`config.mk`:
```
export PLATFORM = sky130hd
export DESIGN_NAME = sw_run_controller
export DESIGN_NICKNAME = d
export VERILOG_FILES = /design/src/rtl/sw_run_controller.sv
export SDC_FILE = /design/constraint.sdc
export NUM_CORES = 1
export LEC_CHECK = 0
export BUFFER_PORTS_ARGS = -buffer_cell sky130_fd_sc_hd__buf_2
export CELL_PAD_IN_SITES_DETAIL_PLACEMENT = 1
export CELL_PAD_IN_SITES_GLOBAL_PLACEMENT = 1
export CORE_UTILIZATION = 40
export CTS_BUF_LIST = sky130_fd_sc_hd__clkbuf_4 sky130_fd_sc_hd__clkbuf_8
export CTS_CLUSTER_SIZE = 24
export DETAILED_ROUTE_END_ITERATION = 10
export PLACE_DENSITY_LB_ADDON = 0.1
export SLEW_MARGIN = 20
export SYNTH_ARGS = -nofsm -noshare
export SYNTH_HDL_FRONTEND = slang
export SYNTH_SLANG_ARGS = --single-unit
```
`constraint.sdc`:
```
create_clock -name clk -period 4.8 [get_ports clk]
set_clock_uncertainty 0.2 [all_clocks]
set_input_delay 0.24 -clock clk [delete_from_list [all_inputs] [get_ports clk]]
set_output_delay 0.24 -clock clk [all_outputs]
set_load 0.1 [all_outputs]
```
`src/rtl/sw_run_controller.sv`:
```
// Stopwatch run controller: command edge detection, run/pause FSM, one-second prescaler,
// lap display hold and sticky 99:59 overflow.
module sw_run_controller #(
    parameter int unsigned TICKS_PER_SEC = 100000000
) (
    input  logic       clk,
    input  logic       rst,
    input  logic       start,
    input  logic       stop,
    input  logic       reset,
    input  logic       lap,
    input  logic [6:0] minutes,
    input  logic [5:0] seconds,
    output logic       count_en,
    output logic       count_clr,
    output logic [1:0] current_state,
    output logic [6:0] disp_min,
    output logic [5:0] disp_sec,
    output logic       lap_hold,
    output logic       ovf
);

    localparam int unsigned PW = $clog2(TICKS_PER_SEC);
    localparam logic [PW-1:0] PRESC_LAST = PW'(TICKS_PER_SEC - 1);

    typedef enum logic [1:0] {
        StIdle    = 2'b00,
        StRunning = 2'b01,
        StPaused  = 2'b10
    } state_t;

    state_t        state;
    logic [PW-1:0] presc;
    logic          start_q, stop_q, reset_q, lap_q;
    logic [6:0]    lap_min;
    logic [5:0]    lap_sec;

    logic reset_ev, stop_ev, start_ev, lap_ev;
    logic running, tick, at_max;

    // Priority-resolved events: reset > stop > start > lap.
    assign reset_ev = reset & ~reset_q;
    assign stop_ev  = stop & ~stop_q & ~reset_ev;
    assign start_ev = start & ~start_q & ~reset_ev & ~stop_ev;
    assign lap_ev   = lap & ~lap_q & ~reset_ev & ~stop_ev & ~start_ev;

    assign running = (state == StRunning);
    assign tick    = running && (presc == PRESC_LAST);
    assign at_max  = (minutes == 7'd99) && (seconds == 6'd59);

    // Combinational so an asynchronous rst drops it without waiting for a clock edge.
    assign count_en      = tick && !at_max && !count_clr;
    assign current_state = state;
    assign disp_min      = lap_hold ? lap_min : minutes;
    assign disp_sec      = lap_hold ? lap_sec : seconds;

    always_ff @(posedge clk or posedge rst) begin
        if (rst) begin
            state     <= StIdle;
            presc     <= '0;
            lap_min   <= '0;
            lap_sec   <= '0;
            lap_hold  <= 1'b0;
            ovf       <= 1'b0;
            count_clr <= 1'b0;
            // History of 1 keeps a command held through reset release from firing.
            start_q   <= 1'b1;
            stop_q    <= 1'b1;
            reset_q   <= 1'b1;
            lap_q     <= 1'b1;
        end else begin
            start_q   <= start;
            stop_q    <= stop;
            reset_q   <= reset;
            lap_q     <= lap;
            count_clr <= reset_ev;

            if (reset_ev) begin
                state    <= StIdle;
                presc    <= '0;
                lap_hold <= 1'b0;
                ovf      <= 1'b0;
            end else begin
                if (running) begin
                    presc <= (presc == PRESC_LAST) ? '0 : presc + 1'b1;
                end

                if (tick && at_max) begin
                    ovf   <= 1'b1;
                    state <= StPaused;
                end else if (stop_ev && running) begin
                    state <= StPaused;
                end else if (start_ev && !ovf && !running) begin
                    state <= StRunning;
                end

                if (lap_ev) begin
                    if (lap_hold) begin
                        lap_hold <= 1'b0;
                    end else if (running) begin
                        lap_min  <= minutes;
                        lap_sec  <= seconds;
                        lap_hold <= 1'b1;
                    end
                end
            end
        end
    end

endmodule

```
==> results.sh <==
export IMPL_crit_start="presc[0]"
export IMPL_p_seq_share_pct=49.7
export IMPL_syn_avg_cell_area_um2=10.2
export IMPL_synth_top_family_by_area="simple AND/OR/NAND/NOR gates"
export IMPL_fp_dieW_um=84.4
export IMPL_cp_max_fo=6
export IMPL_synthArstFlopShare_pct=100
export IMPL_peakVddDrop_v=0.000173
export IMPL_place_gp_congestion=0.857
export IMPL_finalSetupViolations=0
export IMPL_ys_warn_count=0
export IMPL_ys_seq_area_share_pct=45.4
export IMPL_port_buffers=37
export IMPL_p_sw_share_pct=33.6
export IMPL_power_internal_mw=0.664
export IMPL_synth_edf_count=0
export IMPL_core_area_um2=6460
export IMPL_synth_xor_area_share_pct=0.968
export IMPL_failed_checks="design-rule violations"
export IMPL_syn2layout_area_growth_pct=17.1
export IMPL_hpwl_mm=4.88
export IMPL_worstPathRequired_ps=4360
export IMPL_cts_max_level=2
export IMPL_layout_cells_most_common="dfrtp_1"
export IMPL_die_h_um=84.4
export IMPL_grt_max_degree=50
export IMPL_std_cell_rows=29
export IMPL_path_clk_slew_ps=90
export IMPL_r2r_start="presc[0]"
export IMPL_yosys_area_share_adder_pct=0.461
export IMPL_wire_per_inst_um=18.1
export IMPL_cts_tree="built"
export IMPL_drv_cap=0
export IMPL_maxSlewViolCount=0
export IMPL_insertion_delay_ps=300
export IMPL_criticalPathCategory="flop to primary output"
export IMPL_cp_end_kind="primary output"
export IMPL_vias=2275
export IMPL_hold_violations=0
export IMPL_holdCritStartpoint="seconds[1]"
export IMPL_period_minus_slack_ps=2930
export IMPL_rsz0062_at_grt="false"
export IMPL_synth_seq_cells=49
export IMPL_outcome="complete, but fails checks"
export IMPL_synth_compound_area_share_pct=13.9
export IMPL_fin_setup_tns_ps=0
export IMPL_synthTopCellsByArea="dfrtp_1, mux2_2, mux2_4"
export IMPL_synth_top_area_share_pct=41.5
export IMPL_fin_area_um2=3180
export IMPL_nFillCells=735
export IMPL_drt_iter0_drc=100
export IMPL_ys_flop_type="dfrtp_1"
export IMPL_dieArea_um2=7120
export IMPL_grt_pass1_vias=2319
export IMPL_wl_mm=7.12
export IMPL_numClockSinks=49
export IMPL_place_area_um2=2920
export IMPL_root_buffer="clkbuf_8"
export IMPL_grt_pass1_wl_mm=12.2
export IMPL_antenna_found_initial=0
export IMPL_yosys_area_share_simple_pct=22.1
export IMPL_synthMuxAreaShare_pct=12.9
export IMPL_vias_per_cell=5.79
export IMPL_synthesis_area_um2=2710
export IMPL_min_path_type="input pin to flop"
export IMPL_powerDensity_nw_per_um2=315
export IMPL_p_leak_nw=1.39
export IMPL_ant_nets=0
export IMPL_relSlewSlack_pct=41.4
export IMPL_num_antenna_cells=0
export IMPL_multi_input_area_um2=1370
export IMPL_seq_area_um2=1230
export IMPL_combPwrFrac_pct=25.8
export IMPL_worst_slew_pin_slew_ps=878
export IMPL_synthCells=265
export IMPL_mostFrequentLayoutCells="dfrtp_1, buf_2, nand2_1"
export IMPL_synth_nets=285
export IMPL_grt_use_total_pct=22.0
export IMPL_ios=38
export IMPL_worst_endpoint_arrival_ps=2490
export IMPL_grt_overflow_total=0
export IMPL_dr_pass1_iters=7
export IMPL_yosysTopAreaCell="dfrtp_1"
export IMPL_pwr_share_clk_pct=24.5
export IMPL_route_detailed_drc=3
export IMPL_cp_start_kind="flop"
export IMPL_drive_gt1_share_pct=27.5
export IMPL_finalCritPeriodShare_pct=61.1
export IMPL_fin_nets=335
export IMPL_ys_types=56
export IMPL_cts_made_buffers=5
export IMPL_p_sw_mw=0.336
export IMPL_holdWs_ps=7.96
export IMPL_fmax_mhz=341
export IMPL_clockBufferDepth=2
export IMPL_start_util_pct=42.0
## cell type report
| type | instances | area share [%] |
|---|---|---|
| Inverter | 10 | 1.22 |
| Multi-Input combinational cell | 195 | 43.1 |
| Clock inverter | 2 | 0.315 |
| Clock buffer | 6 | 2.40 |
| Timing Repair Buffer | 54 | 11.2 |
| Tap cell | 77 | 3.03 |
| Sequential cell | 49 | 38.8 |
## Yosys cell counts, drive strengths merged, types with 2 or more instances
master,instances
nor3,8
clkbuf,4
a21oi,17
and3,7
a21o,5
nand2,25
a41oi,2
nand3,15
buf,7
a31oi,12
nor2,10
dfrtp,45
xor2,2
nand4,11
dfstp,4
and4,4
and2,2
mux2,26
nand2b,4
nor2b,4
o21ai,10
mux2i,2
nor4b,2
o22ai,3
nor4,4
or3,3
inv,9
o21bai,2
## what timing repair did
action,CTS,global route
hold buffers,15,2
hold endpoints to repair,15,46
setup endpoints to repair,0,0
gates resized for setup,0,0
buffers inserted,0,0
## metrics by stage
stage | utilization, % | cells | setup slack (ps) | total power [mW]
6_report | 49.2 | 393 | 1870 | 1.00
5_1_grt | 49.2 | 393 | 1670 | 1.06
4_1_cts | 48.8 | 391 | 1830 | 1.01
3_5_place_dp | 45.2 | 368 | 2180 | 0.752
3_3_place_gp | 45.2 | 368 | 2270 | 0.747
2_1_floorplan | - | 265 | 142 | 0.711
## flip-flops by register name, summed over array words and instances, names as in the netlist
signal / cells
start_q: 1
reset_q: 1
lap_min: 7
lap_sec: 6
stop_q: 1
lap_hold: 1
lap_q: 1
current_state: 2
presc: 27
count_clr: 1
ovf: 1
## worst max-delay path, stage by stage (launching register included)
cell	delay [ps]
dfrtp_1	430
ha_1	240
nand4_1	190
and4bb_2	420
nand2_1	180
nor4_1	250
buf_2	470
## power groups by stage
stage / sequential [mW] / combinational (mW) / clock [mW]
finish: 0.497 / 0.258 / 0.245
detailed placement: 0.504 / 0.248 / 0
global placement: 0.501 / 0.246 / 0
floorplan: 0.511 / 0.201 / 0
global route: 0.504 / 0.278 / 0.275
CTS: 0.496 / 0.259 / 0.258
## cell families (layout without fill, tap and decap cells)
kind of cell / count (synthesis) / after routing
buffers and inverters: 21 / 72
and+or+nand+nor: 104 / 104
AOI/OAI and AO/OA: 59 / 59
muxes: 28 / 28
xor gates and xnor gates: 3 / 3
DFF: 49 / 49
adders and majority gates: 1 / 1
## metal layers
| metal | track usage, % | vias to the layer above | wire length (µm) |
|---|---|---|---|
| li1 | - | 1089 | - |
| met1 | 30.2 | 1149 | 3350 |
| met2 | 36.4 | 35 | 3560 |
| met3 | 2.95 | 2 | 166 |
| met4 | 6.47 | 0 | 44 |
| met5 | 0 | - | 0 |
## final timing paths
kind	to	slack [ps]	depth (start not counted)
min in group asynchronous	presc[26]	420	3
worst max-delay path	count_en	1870	6
worst min register to register	lap_min[6]	310	1
max in group asynchronous	presc[13]	3440	3
worst min-delay path	lap_sec[1]	8	2
worst max register to register	presc[15]	2330	6
Note: power is estimated with default switching activity, not from simulation.
